<file path="src/rtl/apb_master_arbiter.sv">
// apb_master_arbiter: two-requester round-robin APB master with a wait-state timeout.
// Transfer fields are latched on accept and stay on the bus until the next accept.
module apb_master_arbiter #(
    parameter int ADDR_W  = 4,
    parameter int DATA_W  = 8,
    parameter int TIMEOUT = 15
) (
    input  logic                PCLK,
    input  logic                PRESET,
    input  logic [1:0]          req_valid,
    input  logic [1:0]          req_write,
    input  logic [2*ADDR_W-1:0] req_addr,
    input  logic [2*DATA_W-1:0] req_wdata,
    output logic [1:0]          req_accept,
    output logic [1:0]          rsp_done,
    output logic                rsp_err,
    output logic [DATA_W-1:0]   rsp_rdata,
    output logic                PSEL,
    output logic                PENABLE,
    output logic                PWRITE,
    output logic [ADDR_W-1:0]   PADDR,
    output logic [DATA_W-1:0]   PWDATA,
    input  logic [DATA_W-1:0]   PRDATA,
    input  logic                PREADY,
    output logic                busy,
    output logic                grant_id
);
    localparam int CW = $clog2(TIMEOUT) + 1;

    typedef enum logic [1:0] {IDLE, SETUP, ACCESS} state_t;

    state_t              r_state, w_next;
    logic                r_rr, r_grant, r_pwrite, r_err;
    logic [1:0]          r_done;
    logic [ADDR_W-1:0]   r_paddr;
    logic [DATA_W-1:0]   r_pwdata, r_rdata;
    logic [CW-1:0]       r_cnt;
    logic                w_any, w_win, w_start, w_ready, w_tout, w_end;

    always_comb begin
        w_any      = |req_valid;
        w_win      = (&req_valid) ? r_rr : req_valid[1];
        w_start    = (r_state == IDLE) && w_any;
        w_ready    = (r_state == ACCESS) && PREADY;
        // abort on the TIMEOUT-th ACCESS cycle that still sees no PREADY
        w_tout     = (r_state == ACCESS) && !PREADY && (r_cnt == CW'(TIMEOUT - 1));
        w_end      = w_ready || w_tout;
        w_next     = r_state;
        w_next     = (r_state == IDLE)   ? (w_any ? SETUP : IDLE) :
                     (r_state == SETUP)  ? ACCESS :
                     (w_end ? IDLE : ACCESS);
        req_accept = w_start ? (w_win ? 2'b10 : 2'b01) : 2'b00;
    end

    always_ff @(posedge PCLK or posedge PRESET) begin
        if (PRESET) r_state <= IDLE;
        else        r_state <= w_next;
    end

    always_ff @(posedge PCLK or posedge PRESET) begin
        if (PRESET) begin
            r_rr     <= 1'b0;
            r_grant  <= 1'b0;
            r_pwrite <= 1'b0;
            r_paddr  <= '0;
            r_pwdata <= '0;
            r_cnt    <= '0;
            r_done   <= 2'b00;
            r_err    <= 1'b0;
            r_rdata  <= '0;
        end else begin
            r_done <= 2'b00;
            r_err  <= 1'b0;
            if (w_start) begin
                r_grant  <= w_win;
                r_pwrite <= w_win ? req_write[1] : req_write[0];
                r_paddr  <= w_win ? req_addr[2*ADDR_W-1:ADDR_W] : req_addr[ADDR_W-1:0];
                r_pwdata <= w_win ? req_wdata[2*DATA_W-1:DATA_W] : req_wdata[DATA_W-1:0];
            end
            if (r_state == SETUP) r_cnt <= '0;
            if ((r_state == ACCESS) && !PREADY && !w_tout) r_cnt <= r_cnt + CW'(1);
            if (w_end) begin
                r_done  <= r_grant ? 2'b10 : 2'b01;
                r_err   <= w_tout;
                r_rr    <= ~r_grant;
                r_rdata <= w_tout ? '0 : (r_pwrite ? r_rdata : PRDATA);
            end
        end
    end

    assign PSEL      = (r_state != IDLE);
    assign PENABLE   = (r_state == ACCESS);
    assign busy      = PSEL;
    assign PWRITE    = r_pwrite;
    assign PADDR     = r_paddr;
    assign PWDATA    = r_pwdata;
    assign grant_id  = r_grant;
    assign rsp_done  = r_done;
    assign rsp_err   = r_err;
    assign rsp_rdata = r_rdata;
endmodule

</file>
<file path="config.mk">
export PLATFORM = sky130hd
export DESIGN_NAME = apb_master_arbiter
export DESIGN_NICKNAME = d
export VERILOG_FILES = /design/src/rtl/apb_master_arbiter.sv
export SDC_FILE = /design/constraint.sdc
export NUM_CORES = 1
export LEC_CHECK = 0
export CAP_MARGIN = 0
export CORE_ASPECT_RATIO = 0.5
export CORE_MARGIN = 2
export CORE_UTILIZATION = 42
export DETAILED_ROUTE_END_ITERATION = 12
export GPL_ROUTABILITY_DRIVEN = 0
export PLACE_DENSITY = 0.8
export SYNTH_ARGS = -nofsm -noshare
export SYNTH_HDL_FRONTEND = slang
export SYNTH_SLANG_ARGS = --single-unit
export TNS_END_PERCENT = 20
</file>
<file path="constraint.sdc">
create_clock -name PCLK -period 1.8 [get_ports PCLK]
set_input_delay 0.54 -clock PCLK [delete_from_list [all_inputs] [get_ports PCLK]]
set_output_delay 0.54 -clock PCLK [all_outputs]
set_load 0.01 [all_outputs]
</file>
Yosys cells after proc, flatten, opt, wreduce, memory -nomap -nowiden
Cells that the tools add are included.
- register bits after elaboration: 33
- output and inout bits: 30
- logic and storage cells: 47
- $add $sub $neg: 1
- equal/unequal tests: 4
- multiplexer cells: 17
- bitwise gates (word level): 1
- reductions and logical operators: 14
- operators by type and width (kind ; number):
    $mux 8 ; 3
    $mux 2 ; 7
    $mux 5 ; 2
    $add 5x1->5 const B ; 1
    $eq 5x4->1 const B ; 1
    $logic_and 1x1->1 ; 5
    $mux 1 ; 4
    $mux 4 ; 1
    $reduce_and 2->1 ; 2
    $reduce_bool 2->1 ; 2
    $eq 2x1->1 const B ; 1
    $eq 2x2->1 const B ; 1
    $logic_not 1->1 ; 2
    $logic_not 2->1 ; 1
    $ne 2x1->1 const B ; 1
    $reduce_or 2->1 ; 1
    $logic_or 1x1->1 ; 1
    $not 1->1 ; 1

Depth between registers and ports, before layout
- word-level depth: 7
- gate-level depth with buffers: 7
- gate-level depth less buffers: 5

Worst setup path after synthesis
Ideal clock, no wire load.
- kind: register to output
- from: register r_state[1]
- to: output port busy
- arrival: 1.128 ns
- required time: 1.260 ns
- slack: 0.132 ns
- cell stages (with the launch flop): 6
- cell sequence: dfrtp_1 > buf_4 > nor2_4 > clkbuf_1 > inv_1 > buf_4
- word-level cells in the longest chain between the ends: 1
- RTL lines (what ; line ; source):
    from (decl) ; 32 ; state_t r_state, w_next;
    from (signal assigned) ; 57 ; else r_state <= w_next;
    $reduce_bool 2->1 ; 91 ; assign PSEL = (r_state != IDLE);
    to (decl) ; 25 ; output logic busy,
Every way passes these cells.

Final worst setup path
- from: register r_state[1]
- to: output port req_accept[0]
- word-level cells in the longest chain between the ends: 3
- RTL lines (what ; line ; source):
    $logic_not 2->1 ; 43 ; w_start = (r_state == IDLE) && w_any;
    $logic_and 1x1->1 ; 43 ;
    $mux 2 ; 52 ; req_accept = w_start ? (w_win ? 2'b10 : 2'b01) : 2'b00;
    to (decl) ; 14 ; output logic [1:0] req_accept,
Every way passes these cells.

==> metrics <==
Static Leakage roughly 1.1 nW; clk_lat worst skew a little under 0.3 ns; DRT iter0 DRCs 28; Final setup viols 0; terminus of the critical flop-to-flop path r_rr$_DFFE_PP0P_; CP startpoint kind flop; post-synth top area cell dfrtp_1; row cnt 15; DRT Wirelength roughly 4200 um; XOR/XNOR Fraction of Synth Area 0; Power Density between 1500 and 2000 nW/um2; clk slew on worst S/H paths 0.07 ns; Critical-path top delay cell dfrtp_1; WS Path Type flop to output port; Antenna Cells 0; Placed Instances 261; Worst path max stage delay between 0.4 and 0.5 ns; CP endpoint req_accept[0]; Syn Area/Cell 11.7 um2; Mapped Cells ~140; mux share of post-synthesis cell area 0.00694; Compound-Gate Fraction of Synth Area 0.291; Post-Synth Simple-Gate Area 0.106; Post-Synth Adder-Cell Area 0.0154; max_cap viols 0; CP Max Fanout 3; Worst-Margin Slew 0.510 ns; Crit Reg-Reg Startpoint r_cnt[0]$_DFFE_PP0P_; H-tree Lvls 2; R2R setup slack ~0.11 ns; delay-heaviest family, CP flip-flops; Cell Chain, Critical Path nor2_4, buf_4, and3_4, buf_6; die width between 90 and 100 um; Buf/Inv on CP 2; gr usage total 0.202; Final Power between 4 and 5 mW; final hold viol count 0; Critical Path AT about 1.2 ns; syn_nets 180; Die ar. 4410 um2; Ys Warns 0; DRT Pass-1 Iters 4; achievable frequency about 0.56 GHz; hold buffer count at CTS 0; utilization after layout 0.709; Critical path origin r_state[1]$_DFF_PP0_; post-synthesis register bit count 33; post-synth cell types between 40 and 50; core box area between 3000 and 4000 um2; Min Clock Period, post-route 1.78 ns; wire per inst approximately 16 um; worst relative slew slack 0.658; IO buf count between 60 and 70; TritonCTS Sinks 33; combinational family with the most area after synthesis compound AO/OA/AOI/OAI gates; P&R area growth vs syn 55.8%; Critical Path End Type output port; Cell Area, Synth 1620 um2; RSZ-0062 raised after global routing yes; share of cells above drive strength 1 0.182; fin crit share 0.991; DRC Markers 0; Worst Path Required between 1 and 1.5 ns; I/O pins between 60 and 70; Vias per Instance 5.47; CTS tree yes; Final #Nets between 200 and 300; skew final approximately 0.0053 ns; Final Slew Violations 0; Synth top area share 0.509; most common cell after layout, fill and taps aside clkdlybuf4s50_1; hold path depth 1; most frequent cells in the layout 60 x clkdlybuf4s50_1, 33 x dfrtp_1, 17 x a22o_1, 17 x buf_4; Worst Reg-to-Reg Cells 5; Die Ht about 48 um; Critical Path Stages 4; via count around 1500; Seq/Total Area, Yosys 0.509; Worst Hold Class flop to flop; first-pass GRT wire length 6660 um; initial antenna violation count 0; Final ANT Viol Nets 0; dpl hpwl 3040 um; Initial Util 0.455; vias in the first global route roughly 1500; TritonCTS Buffers 5; GRT overflow 0; CTS Buffer Depth 2; status complete, no violations; synth top area cells dfrtp_1 51%, a22o_1 9.2%, a221o_1 8.0%; largest net degree at the start of global routing 34; non-filler instance count after layout ~270; CTS Root Cell clkbuf_8; worst-case vdd ir drop slightly above 0.7 mV
## worst register-to-register path, delay by kind of cell (launching register included)
kind | cells | cell delay (ns)
simple gates | 1 | 0.28
flops | 1 | 0.41
mux | 1 | 0.37
fa+ha+maj | 1 | 0.21
buf+inv | 1 | 0.08
compound gates | 1 | 0.22
## power by group
part	switching [mW]	internal [mW]	total, mW
registers	0.244	1.08	1.32
logic	0.938	1.29	2.23
clock network	0.272	0.345	0.617
## registers in the layout, indices dropped and copies added, names as in the netlist
register / count
PADDR: 4
r_cnt: 5
PWDATA: 8
grant_id: 1
PWRITE: 1
rsp_done: 2
rsp_rdata: 8
r_rr: 1
rsp_err: 1
r_state: 2
## worst min path at each step
stage	start	end	slack [ns]
2_1_floorplan	grant_id$_DFFE_PP0P_	rsp_done[0]$_DFF_PP0_	0.49
3_3_place_gp	grant_id$_DFFE_PP0P_	rsp_done[0]$_DFF_PP0_	0.44
3_5_place_dp	grant_id$_DFFE_PP0P_	rsp_done[0]$_DFF_PP0_	0.44
4_1_cts	grant_id$_DFFE_PP0P_	rsp_done[0]$_DFF_PP0_	0.45
5_1_grt	grant_id$_DFFE_PP0P_	rsp_done[0]$_DFF_PP0_	0.46
6_report	grant_id$_DFFE_PP0P_	rsp_done[0]$_DFF_PP0_	0.46
## layer usage
layer	track usage	part of all wire
met1	0.243	0.44
met4	0.0985	0.010
met5	0	0
met3	0.0583	0.052
met2	0.356	0.49
## metrics by stage
| stage | hold slack, ns | TNS, ns | instance area [um2] | worst slack [ns] |
|---|---|---|---|---|
| global route | 0.457 | -0.0612 | 2530 | -0.0267 |
| global placement | 0.440 | -2.87 | 2410 | -0.536 |
| detailed placement | 0.444 | -3.69 | 2410 | -0.553 |
| CTS | 0.451 | -0.161 | 2510 | -0.0630 |
| finish | 0.456 | 0 | 2530 | 0.0157 |
| floorplan | 0.488 | 0 | 1620 | 0.132 |
## cell families (layout without fill, tap and decap cells)
kind of cell | count (synthesis) | after routing
flops | 33 | 33
fa+ha+maj | 2 | 2
buf+inv | 21 | 102
mux | 1 | 1
simple gates | 26 | 26
compound gates | 56 | 56
## synth_stat cells
| library cell | count |
|---|---|
| a21oi_1 | 1 |
| o21ai_2 | 1 |
| ha_1 | 2 |
| and2_1 | 2 |
| nor4b_1 | 1 |
| dfrtp_1 | 33 |
| or3_1 | 2 |
| inv_1 | 7 |
| buf_1 | 1 |
| inv_2 | 1 |
| o21bai_1 | 1 |
| o2bb2ai_1 | 1 |
| o211ai_1 | 1 |
| a21o_1 | 1 |
| nor2_4 | 1 |
| or2_2 | 2 |
| o31a_1 | 1 |
| buf_6 | 3 |
| and4b_1 | 1 |
| nand2_1 | 4 |
| and3_1 | 1 |
| o41ai_1 | 1 |
| clkbuf_1 | 3 |
| o311ai_0 | 1 |
| a21boi_0 | 13 |
| mux2_2 | 1 |
| buf_2 | 3 |
| a22o_1 | 17 |
| nand2b_1 | 2 |
| nor3_1 | 1 |
| buf_4 | 3 |
| nand4b_1 | 2 |
| nor3b_2 | 1 |
| nand3_1 | 2 |
| o22ai_1 | 1 |
| nor2_1 | 2 |
| and3_4 | 1 |
| o21ai_0 | 2 |
| o31ai_1 | 1 |
| nor3b_1 | 1 |
| a221o_1 | 13 |
## final cells by class
class                      count  area (um2)
fill                         253        1040
timing repair buffer          86         821
clock inverter                 1        5.00
inverter                       8        30.0
tap                           51        63.8
clock buffer                   7        96.3
sequential                    33         826
multi-input combinational     85         687
## repair_timing
action	CTS	global route
endpoints found under the setup margin	5	13
resized for setup	15	9
setup buffers	1	1
pin swaps	0	1
No activity file was read; power rests on OpenSTA's default activity.
